===== src/rtl/sdrc_wb_burst_master_pkg.sv =====
`default_nettype none
// ============================================================================
// Package   : sdrc_wb_pkg
// Purpose   : Shared Wishbone cycle-type codes and FSM state encoding for the
//             SDRAM-controller Wishbone burst master.
// Revision  : 1.0  initial release
// ============================================================================
package sdrc_wb_pkg;

    // Wishbone B3 cycle type identifiers
    localparam logic [2:0] CTI_CLASSIC = 3'b000;
    localparam logic [2:0] CTI_INCR    = 3'b010;
    localparam logic [2:0] CTI_EOB     = 3'b111;

    // Burst master control states
    typedef enum logic [1:0] {
        IDLE   = 2'd0,
        ISSUE  = 2'd1,
        FINISH = 2'd2
    } state_e;

endpackage : sdrc_wb_pkg
`default_nettype wire


===== src/rtl/sdrc_wb_burst_master.sv =====
`default_nettype none
// ============================================================================
// Module    : sdrc_wb_burst_master
// Purpose   : Wishbone B3 incrementing-burst master. Turns a command plus a
//             write-data stream into one Wishbone burst per command and
//             returns read beats as a one-cycle-latency stream. A stalled
//             slave is abandoned after TIMEOUT unacknowledged STB cycles.
// Revision  : 1.0  initial release
// ============================================================================
module sdrc_wb_burst_master
    import sdrc_wb_pkg::*;
#(
    parameter int SDR_DW  = 32,
    parameter int APP_AW  = 26,
    parameter int LEN_W   = 8,
    parameter int TIMEOUT = 1024
) (
    input  logic                  wb_clk_i,
    input  logic                  wb_rst_i,
    // command interface
    input  logic                  cmd_valid,
    output logic                  cmd_ready,
    input  logic                  cmd_we,
    input  logic [APP_AW-1:0]     cmd_addr,
    input  logic [LEN_W-1:0]      cmd_len,
    // write-data stream
    input  logic                  wdat_valid,
    output logic                  wdat_ready,
    input  logic [SDR_DW-1:0]     wdat,
    // read-data stream and completion
    output logic                  rdat_valid,
    output logic [SDR_DW-1:0]     rdat,
    output logic                  done,
    output logic                  err,
    // Wishbone master port
    output logic                  wb_cyc_o,
    output logic                  wb_stb_o,
    output logic                  wb_we_o,
    output logic [APP_AW-1:0]     wb_addr_o,
    output logic [SDR_DW/8-1:0]   wb_sel_o,
    output logic [2:0]            wb_cti_o,
    output logic [SDR_DW-1:0]     wb_dat_o,
    input  logic                  wb_ack_i,
    input  logic [SDR_DW-1:0]     wb_dat_i
);

    localparam int                SEL_W      = SDR_DW / 8;
    localparam int                TO_W       = $clog2(TIMEOUT + 1);
    localparam logic [APP_AW-1:0] BEAT_BYTES = APP_AW'(SEL_W);
    localparam logic [APP_AW-1:0] ALIGN_MASK = ~APP_AW'(SEL_W - 1);
    localparam logic [TO_W-1:0]   TO_LAST    = TO_W'(TIMEOUT - 1);

    state_e              state_q, state_d;
    logic                cyc_q, cyc_d;
    logic                stb_q, stb_d;
    logic                we_q, we_d;
    logic [APP_AW-1:0]   addr_q, addr_d;
    logic [2:0]          cti_q, cti_d;
    logic [SDR_DW-1:0]   dat_q, dat_d;
    logic [LEN_W-1:0]    cnt_q, cnt_d;
    logic                rdat_valid_q, rdat_valid_d;
    logic [SDR_DW-1:0]   rdat_q, rdat_d;
    logic                done_q, done_d;
    logic                err_q, err_d;
    logic [TO_W-1:0]     to_q;

    logic                w_accept;
    logic                w_beat_ack;
    logic                w_last_ack;
    logic                w_timeout;
    logic                w_load;

    // An ACK only counts while our own strobe is up; stray ACKs are ignored.
    assign w_accept   = cmd_valid && (state_q == IDLE);
    assign w_beat_ack = (state_q == ISSUE) && stb_q && wb_ack_i;
    assign w_last_ack = w_beat_ack && (cnt_q == '0);
    assign w_timeout  = (state_q == ISSUE) && stb_q && !wb_ack_i && (to_q == TO_LAST);
    // A write beat is pulled either into an idle strobe slot or straight
    // behind an acknowledged beat, but never past the final beat.
    assign w_load     = (state_q == ISSUE) && we_q && wdat_valid &&
                        (!stb_q || (w_beat_ack && (cnt_q != '0)));

    // State register
    always_ff @(posedge wb_clk_i or posedge wb_rst_i) begin
        if (wb_rst_i) begin
            state_q <= IDLE;
        end else begin
            state_q <= state_d;
        end
    end

    // Next-state decode
    always_comb begin
        state_d = state_q;
        case (state_q)
            IDLE:    if (w_accept) state_d = ISSUE;
            ISSUE:   if (w_last_ack || w_timeout) state_d = FINISH;
            FINISH:  state_d = IDLE;
            default: state_d = IDLE;
        endcase
    end

    // Next values for the registered Wishbone and stream outputs
    always_comb begin
        cyc_d        = cyc_q;
        stb_d        = stb_q;
        we_d         = we_q;
        addr_d       = addr_q;
        cti_d        = cti_q;
        dat_d        = dat_q;
        cnt_d        = cnt_q;
        rdat_valid_d = w_beat_ack && !we_q;
        rdat_d       = (w_beat_ack && !we_q) ? wb_dat_i : rdat_q;
        done_d       = 1'b0;
        err_d        = 1'b0;
        case (state_q)
            IDLE: begin
                if (w_accept) begin
                    cyc_d  = 1'b1;
                    // reads strobe at once; writes wait for their first beat
                    stb_d  = !cmd_we;
                    we_d   = cmd_we;
                    addr_d = cmd_addr & ALIGN_MASK;
                    cnt_d  = cmd_len;
                    cti_d  = (cmd_len == '0) ? CTI_EOB : CTI_INCR;
                end
            end
            ISSUE: begin
                if (w_last_ack || w_timeout) begin
                    cyc_d  = 1'b0;
                    stb_d  = 1'b0;
                    we_d   = 1'b0;
                    addr_d = '0;
                    cti_d  = CTI_CLASSIC;
                    dat_d  = '0;
                    done_d = 1'b1;
                    err_d  = w_timeout;
                end else begin
                    if (w_beat_ack) begin
                        addr_d = addr_q + BEAT_BYTES;
                        cnt_d  = cnt_q - LEN_W'(1);
                        cti_d  = (cnt_q == LEN_W'(1)) ? CTI_EOB : CTI_INCR;
                    end
                    if (we_q) begin
                        if (w_load) begin
                            stb_d = 1'b1;
                            dat_d = wdat;
                        end else if (w_beat_ack) begin
                            // write data starved: hold CYC, park STB
                            stb_d = 1'b0;
                        end
                    end
                end
            end
            default: ;
        endcase
    end

    // Output registers
    always_ff @(posedge wb_clk_i or posedge wb_rst_i) begin
        if (wb_rst_i) begin
            cyc_q        <= 1'b0;
            stb_q        <= 1'b0;
            we_q         <= 1'b0;
            addr_q       <= '0;
            cti_q        <= CTI_CLASSIC;
            dat_q        <= '0;
            cnt_q        <= '0;
            rdat_valid_q <= 1'b0;
            rdat_q       <= '0;
            done_q       <= 1'b0;
            err_q        <= 1'b0;
        end else begin
            cyc_q        <= cyc_d;
            stb_q        <= stb_d;
            we_q         <= we_d;
            addr_q       <= addr_d;
            cti_q        <= cti_d;
            dat_q        <= dat_d;
            cnt_q        <= cnt_d;
            rdat_valid_q <= rdat_valid_d;
            rdat_q       <= rdat_d;
            done_q       <= done_d;
            err_q        <= err_d;
        end
    end

    // Unacknowledged-strobe watchdog; frozen while STB is parked low
    always_ff @(posedge wb_clk_i or posedge wb_rst_i) begin
        if (wb_rst_i) begin
            to_q <= '0;
        end else if (w_accept || w_beat_ack) begin
            to_q <= '0;
        end else if ((state_q == ISSUE) && stb_q) begin
            to_q <= to_q + TO_W'(1);
        end
    end

    assign cmd_ready  = (state_q == IDLE);
    assign wdat_ready = w_load;
    assign rdat_valid = rdat_valid_q;
    assign rdat       = rdat_q;
    assign done       = done_q;
    assign err        = err_q;
    assign wb_cyc_o   = cyc_q;
    assign wb_stb_o   = stb_q;
    assign wb_we_o    = we_q;
    assign wb_addr_o  = addr_q;
    assign wb_sel_o   = '1;
    assign wb_cti_o   = cti_q;
    assign wb_dat_o   = dat_q;

endmodule : sdrc_wb_burst_master
`default_nettype wire


===== config.mk =====
export PLATFORM = sky130hd
export DESIGN_NAME = sdrc_wb_burst_master
export DESIGN_NICKNAME = d
export VERILOG_FILES = /design/src/rtl/sdrc_wb_burst_master_pkg.sv /design/src/rtl/sdrc_wb_burst_master.sv
export SDC_FILE = /design/constraint.sdc
export NUM_CORES = 1
export LEC_CHECK = 0
export CORE_AREA = 2 2 112 114
export DETAILED_ROUTE_END_ITERATION = 10
export DIE_AREA = 0 0 114 116
export PLACE_DENSITY = 0.95
export SLEW_MARGIN = 0
export SYNTH_ARGS = -nofsm -noshare
export SYNTH_HDL_FRONTEND = slang
export SYNTH_SLANG_ARGS = --single-unit

===== constraint.sdc =====
create_clock -name wb_clk_i -period 6.9 [get_ports wb_clk_i]
set_clock_uncertainty 0.2 [all_clocks]
set_input_delay 1.38 -clock wb_clk_i [delete_from_list [all_inputs] [get_ports wb_clk_i]]
set_output_delay 1.38 -clock wb_clk_i [all_outputs]
set_load 0.01 [all_outputs]

# == Word level (Yosys, flattened, before mapping) ==
# Cells that the tools add are included.
# totals
regBits,120
inputBits,104
output_inout_bits,105
elab_cells,95
# op_classes
addsub,3
eq_ne,10
mux,37
n_reduce_logical,32
# ops
cell,n
$mux 32,3
$mux 26,3
$pmux 26 s2,1
$add 26x3->26 const B,1
$mux 8,3
$mux 11,2
$logic_not 8->1,2
$pmux 8 s2,1
$mux 3,5
$mux 1,12
$add 11x1->11 const B,1
$eq 11x10->1 const B,1
$logic_and 1x1->1,11
$reduce_and 3->1,3
$eq 8x1->1 const B,1
$reduce_and 4->1,2
$reduce_bool 2->1,4
$reduce_bool 8->1,1
$sub 8x1->8 const B,1
$ne 3x2->1 const B,2
$pmux 1 s2,3
$pmux 3 s2,1
$logic_not 1->1,4
$mux 2,2
other kinds (8),12

# == Depth between registers and ports, before layout ==
# Gate-level depths: netlist of the first run.
# logic_depth
ltp_word,10
ltp_mapped,10
depth_no_buf,7

# == Least setup slack after synthesis of the first run ==
# Ideal clock, no wire load.
# synth_timing
path_kind,input to output
start,input port wb_ack_i
end,output port wdat_ready
t_arrival_ps,2222
required_ps,5320
setup_slack_ps,3098
path_stages,4
n_path_buf,2
cell_sequence,o21ai_0 -> a21oi_1 -> clkbuf_1 -> clkbuf_1
# synth_between
elab_chain_cells,4
# synth_rtl
element,line,source
"start, declared",sdrc_wb_burst_master.sv:43,"input logic wb_ack_i,"
$logic_and 1x1->1,sdrc_wb_burst_master.sv:75,assign w_beat_ack = (state_q == ISSUE) && stb_q && wb_ack_i;
$logic_and 1x1->1,sdrc_wb_burst_master.sv:81,(!stb_q || (w_beat_ack && (cnt_q != '0)));
$logic_or 1x1->1,sdrc_wb_burst_master.sv:81,
$logic_and 1x1->1,sdrc_wb_burst_master.sv:80,assign w_load = (state_q == ISSUE) && we_q && wdat_valid &&
"end, declared",sdrc_wb_burst_master.sv:28,"output logic wdat_ready,"
# No other way between the ends.

# == Worst setup path after layout of the first run ==
# Same ends and word-level chain as after synthesis.

==> results of run 1 <==
-- report_power, final --
group / internal (mW) / switching (mW) / total (mW)
Combinational: 0.770 / 0.604 / 1.37
Sequential: 0.988 / 0.260 / 1.25
Clock: 0.558 / 0.288 / 0.847
Total: 2.32 / 1.15 / 3.47
-- registers in the layout (all words and copies together), names as in the netlist --
signal and cells:
wb_addr_o 24, wb_we_o 1, cnt_q 8, wb_dat_o 32, wb_cti_o 2, wb_cyc_o 1
rdat 32, to_q 11, done 1, state_q 2, err 1, rdat_valid 1
wb_stb_o 1
-- area by class of cell --
cell class | instances | area, sq um
fill | 887 | 3701
sequential | 117 | 2928
multi-input combinational | 403 | 2422
timing repair buffer | 205 | 2039
clock buffer | 23 | 488.0
tap | 147 | 183.9
clock inverter | 5 | 75.07
inverter | 19 | 73.82
-- stage by stage --
step / std cells / power, mW / worst slack [ns] / hold WS, ns
floorplan: 581 / 1.835 / 2.219 / 0.2675
global placement: 891 / 2.552 / 1.906 / 0.2658
detailed placement: 891 / 2.618 / 1.887 / 0.2694
CTS: 919 / 3.482 / 1.882 / 0.2835
global route: 919 / 3.666 / 1.769 / 0.3027
finish: 919 / 3.469 / 1.895 / 0.2804
-- path summary, 6_finish.rpt --
kind / cells after the start / to / from / slack [ns]
max: 5 / wdat_ready / wb_ack_i / 1.89
min: 1 / wb_cyc_o$_DFFE_PP0P_ / wb_cyc_o$_DFFE_PP0P_ / 0.28
max reg2reg: 7 / wb_addr_o[18]$_DFFE_PP0P_ / cnt_q[1]$_DFFE_PP0P_ / 3.52
min reg2reg: 1 / wb_cyc_o$_DFFE_PP0P_ / wb_cyc_o$_DFFE_PP0P_ / 0.28
max in group asynchronous: 3 / err$_DFF_PP0_ / wb_rst_i / 3.98
min in group asynchronous: 2 / rdat[12]$_DFFE_PP0P_ / wb_rst_i / 1.23
-- routing by layer --
| layer | vias to the layer above | track usage [%] | share of wire, % |
|---|---|---|---|
| li1 | 2405 | - | - |
| met4 | 0 | 11.22 | 2.9 |
| met1 | 2442 | 29.74 | 40 |
| met5 | - | 0 | 0 |
| met3 | 40 | 7.636 | 8.0 |
| met2 | 250 | 40.48 | 49 |
-- cells by family (layout without fill, tap and decap cells) --
| kind of cell | count (synthesis) | count (layout) |
|---|---|---|
| and+or+nand+nor | 218 | 218 |
| AOI/OAI and AO/OA | 133 | 133 |
| DFF | 117 | 117 |
| buffers and inverters | 61 | 252 |
| muxes | 32 | 32 |
| xor gates and xnor gates | 9 | 9 |
| adders and majority gates | 5 | 5 |
| other | 2 | 6 |
-- worst max-delay path, cell delays in order --
cell,delay (ns)
clkdlybuf4s50_1,0.57
o21ai_0,0.19
a21oi_4,0.17
buf_4,0.45
clkdlybuf4s50_1,0.64
-- synthesized netlist by cell type, drive strengths merged (3+ instances only) --
master / number / area share (%)
a211o: 3 / 0.47
a21oi: 9 / 0.80
a22o: 11 / 1.7
a2bb2oi: 4 / 0.62
a31o: 4 / 0.62
a31oi: 10 / 1.1
and2: 6 / 0.71
and3: 8 / 0.89
and4: 4 / 0.62
buf: 21 / 2.5
clkbuf: 21 / 1.4
dfrtp: 117 / 52
ha: 5 / 1.1
inv: 19 / 1.3
mux2: 32 / 6.4
nand2: 107 / 7.2
nand2b: 5 / 0.56
nand3: 23 / 2.1
nand4: 11 / 1.2
nor2: 27 / 1.8
nor3: 6 / 0.54
nor3b: 3 / 0.40
nor4: 8 / 0.89
o211ai: 3 / 0.40
o21ai: 55 / 4.9
o22ai: 11 / 1.2
o31a: 8 / 1.2
o31ai: 5 / 0.67
xor2: 8 / 1.2
==> qor.csv, run 1 <==
metric,value,unit
initial antenna violation count,0,
Tcrit/Tclk final,72.54,%
Worst slew margin,18.26,%
Worst Path Max Fanout,66,
Initial Util,47.08,%
CTS resizes,0,
"EDFF count, synth",0,
crit end category,output pin,
"Hold Vio Cnt, Final",0,
Fin Setup TNS,0,ns
P_leak,3.438,nW
Synth Flop Type,dfrtp_1,
synth unique cells,50,
layout cells sized above 1,9.197,%
clock tree from TritonCTS,built,
max-cap check violation count,0,
cts hold-fix bufs,0,
final antenna-violating net count,0,
clk slew on worst S/H paths,0.05,ns
FP Rows,40,
Hold WC Path Type,flip-flop to flip-flop,
grt ovf,0,
drt total wl,15950,microns
Area growth syn-to-layout,46.41,%
Layout Nets,872,
Crit Path Class,input port to output pin,
Inserted Diodes,0,
Post-Synth Simple-Gate Area,18.25,%
Mapped Cells,577,
global-route wire length before repair,25160,microns
DR vias,5137,
DRT Pass-1 Iters,5,
DP Wirelength,11050,microns
largest net degree at the start of global routing,67,
Overall Global Routing Usage,24.56,%
clock root buffer,clkbuf_16,
Die H,116,microns
Final setup viols,0,
core area,0.01191,sq mm
vias per cell,5.590,
Tmin final,5.005,ns
Adder-Cell Fraction of Synth Area,1.116,%
synthesized area,0.005608,sq mm
worst slew pin tran,1.226,ns
CTS buffer count,17,
mux cell area share after synthesis,6.426,%
Ys Warns,0,
Die Wd,114,microns
Placed Area,0.007647,sq mm
"most common cell after layout, fill and taps aside",clkdlybuf4s50_1,
status,"finished, final reports clean",
Worst-Skew Late Latency,0.41,ns
first-iteration detailed-routing DRC count,410,
Final Cell Area,0.008210,sq mm
"Setup Fix Bufs, Post-CTS",0,
Worst VDD drop,0.2515,mV
Power Density,422.5,mW/mm^2
final core occ,68.93,%
RSZ-0062 raised after global routing,false,
Critical Path AT,3.43,ns
top-level port count,209,
Sink Count,117,
I/O Buffers,200,
Synth Area in Compound Gates,15.26,%
Avg WL per Cell,17.36,microns
clock buffer depth,2,
syn avg cell area,9.719,sq um
asr flop ratio synth,100.0,%
largest family of logic cells by synthesized area,simple AND/OR/NAND/NOR gates,
"flops & latches, synth",117,
XOR/XNOR share of the synthesized area,1.406,%
H-tree level count,4,
startpoint type of the worst setup path,input port,
most frequent cells in the layout,"200 x clkdlybuf4s50_1, 117 x dfrtp_1, 107 x nand2_1, 55 x o21ai_0, 32 x mux2_2",
fmax,199.8,MHz
CP Data Required Time,5.32,ns
# DRC,0,
Slew Limit Fails,0,
Die ar.,0.01322,sq mm
GPL Wtd Cong,0.8323,
register area share after synthesis,52.21,%
vias in the first global route,5022,
Note: power is estimated with default switching activity, not from simulation.
==> run 2: changes to the inputs <==
- CORE_AREA: 2 2 112 114 -> 2 2 122 124
- DIE_AREA: 0 0 114 116 -> 0 0 124 126
- PLACE_DENSITY: 0.95 -> 0.87
- clock period: 6.9 -> 4.4 ns (I/O delays scaled with it)
==> run 2 against run 1 <==
Against the previous run: via count decreased by 1.2%; routed wire length decreased by 2.4%; count of clock-buffer cells in the layout unchanged; flip-flop and latch count unchanged; die area increased by 18%; critical path type is now flip-flop to output pin.
==> qor.csv, run 2 (synthesized netlist as in run 1, its figures left out) <==
metric,value,unit,change
layout cells sized above 1,9.419,%,+0.22 points
Worst Path Max Fanout,4,,-94%
Hold Crit Depth,1,,unchanged
"Hold Vio Cnt, Final",0,,unchanged
Initial Util,39.18,%,-7.9 points
Area growth syn-to-layout,46.74,%,
Tmin final,3.598,ns,
worst slew pin tran,1.184,ns,-0.04247 ns
cell count after placement,930,,+4.4%
fmax,278.0,MHz,
crit end category,output pin,,
top-level port count,209,,unchanged
Hold WC Path Type,flip-flop to flip-flop,,
Inserted Diodes,0,,unchanged
cts hold-fix bufs,0,,unchanged
vias in the first global route,4977,,-0.90%
"most common cell after layout, fill and taps aside",clkdlybuf4s50_1,,
I/O Buffers,200,,unchanged
DRT Pass-1 Iters,5,,unchanged
Tcrit/Tclk final,81.76,%,
max-cap check violation count,0,,unchanged
CP Data Required Time,3.32,ns,-2.00 ns
DR vias,5073,,-1.2%
Worst slew margin,21.09,%,+2.8 points
startpoint type of the worst setup path,flip-flop,,
CTS buffer count,17,,unchanged
Slew Limit Fails,0,,unchanged
first-iteration detailed-routing DRC count,366,,-11%
grt ovf,0,,unchanged
Die ar.,0.01562,sq mm,+18%
RSZ-0062 raised after global routing,false,,
Critical Path AT,2.52,ns,-0.91 ns
vias per cell,5.290,,-5.4%
FP Rows,44,,+10%
most frequent cells in the layout,"200 x clkdlybuf4s50_1, 117 x dfrtp_1, 107 x nand2_1, 55 x o21ai_0, 32 x mux2_2",,
met1 Use GR,26.26,%,-3.5 points
DP Wirelength,10950,microns,-0.88%
Fin Setup TNS,0,ns,unchanged
status,"finished, final reports clean",,
R2R cell count,8,,+1
final core occ,57.49,%,-11 points
"Setup Fix Bufs, Post-CTS",0,,unchanged
Sink Count,117,,unchanged
initial antenna violation count,0,,unchanged
drt total wl,15570,microns,-2.4%
Worst-Skew Late Latency,0.40,ns,about the same
Overall Global Routing Usage,20.77,%,-3.8 points
H-tree level count,4,,unchanged
Final setup viols,0,,unchanged
M3 GR Usage,8.379,%,+0.74 points
Layout Nets,874,,+0.23%
clock tree from TritonCTS,built,,
Die Wd,124,microns,+8.8%
Crit Path Class,flip-flop to output pin,,
Die H,126,microns,+8.6%
core area,0.01431,sq mm,+20%
gr busiest metal,met2,,
routing usage on met2,32.51,%,-8.0 points
# DRC,0,,unchanged
clock root buffer,clkbuf_16,,
final antenna-violating net count,0,,unchanged
Power Density,640.5,mW/mm^2,+52%
GPL Wtd Cong,0.8316,,about the same
largest net degree at the start of global routing,66,,-1.5%
Avg WL per Cell,16.24,microns,-6.5%
global-route wire length before repair,25320,microns,+0.66%
clock buffer depth,2,,unchanged
P_leak,3.431,nW,-0.21%
Worst VDD drop,0.3360,mV,+34%
clk slew on worst S/H paths,0.05,ns,about the same
Layout Cells excl Fill,959,,+4.4%
CTS resizes,0,,unchanged
[run 2: path summary, 6_finish.rpt]
kind,from,end,slack [ns]
worst max-delay path,cnt_q[1]$_DFFE_PP0P_,wdat_ready,0.80
worst min-delay path,wb_cyc_o$_DFFE_PP0P_,wb_cyc_o$_DFFE_PP0P_,0.28
worst max register to register,cnt_q[1]$_DFFE_PP0P_,wb_addr_o[18]$_DFFE_PP0P_,1.58
worst min register to register,wb_cyc_o$_DFFE_PP0P_,wb_cyc_o$_DFFE_PP0P_,0.28
max in group asynchronous,wb_rst_i,wb_dat_o[17]$_DFFE_PP0P_,2.44
min in group asynchronous,wb_rst_i,wb_addr_o[7]$_DFFE_PP0P_,0.79
[run 2: area by class of cell]
cell class	instances	area [sq um]
Fill cell	1198	6085
Inverter	19	73.82
Sequential cell	117	2928
Clock buffer	23	478.0
Tap cell	184	230.2
Multi-Input combinational cell	403	2422
Timing Repair Buffer	207	2067
Clock inverter	6	30.03
[run 2: routing by layer]
metal,wire length (microns),up-vias
met5,0,-
li1,-,2400
met2,7574,194
met1,6481,2464
met4,215,0
met3,1300,15
[run 2: report_power, final]
part	internal [mW]	total, mW	switching, mW
clock network	0.747	1.20	0.449
registers	1.55	1.94	0.390
logic	1.21	2.14	0.927
total	3.50	5.27	1.77
[run 2: metrics by stage]
| stage | instance area, sq um | setup WS [ns] | power, mW | hold WS (ns) |
|---|---|---|---|---|
| global route | 8229 | 0.6759 | 5.628 | 0.3162 |
| global placement | 7721 | 0.8996 | 4.019 | 0.2596 |
| finish | 8229 | 0.8025 | 5.271 | 0.2814 |
| CTS | 8229 | 0.7733 | 5.320 | 0.2876 |
| floorplan | 5623 | 0.2192 | 2.877 | 0.2675 |
| detailed placement | 7721 | 0.8753 | 4.099 | 0.2643 |
[run 2: worst max-delay path, cell delays in order (launching register included)]
cell and delay, ns:
dfrtp_1 0.40, inv_1 0.12, ha_1 0.16, or4b_1 0.48
o21ai_0 0.33, a21oi_4 0.11, clkdlybuf4s50_1 0.51
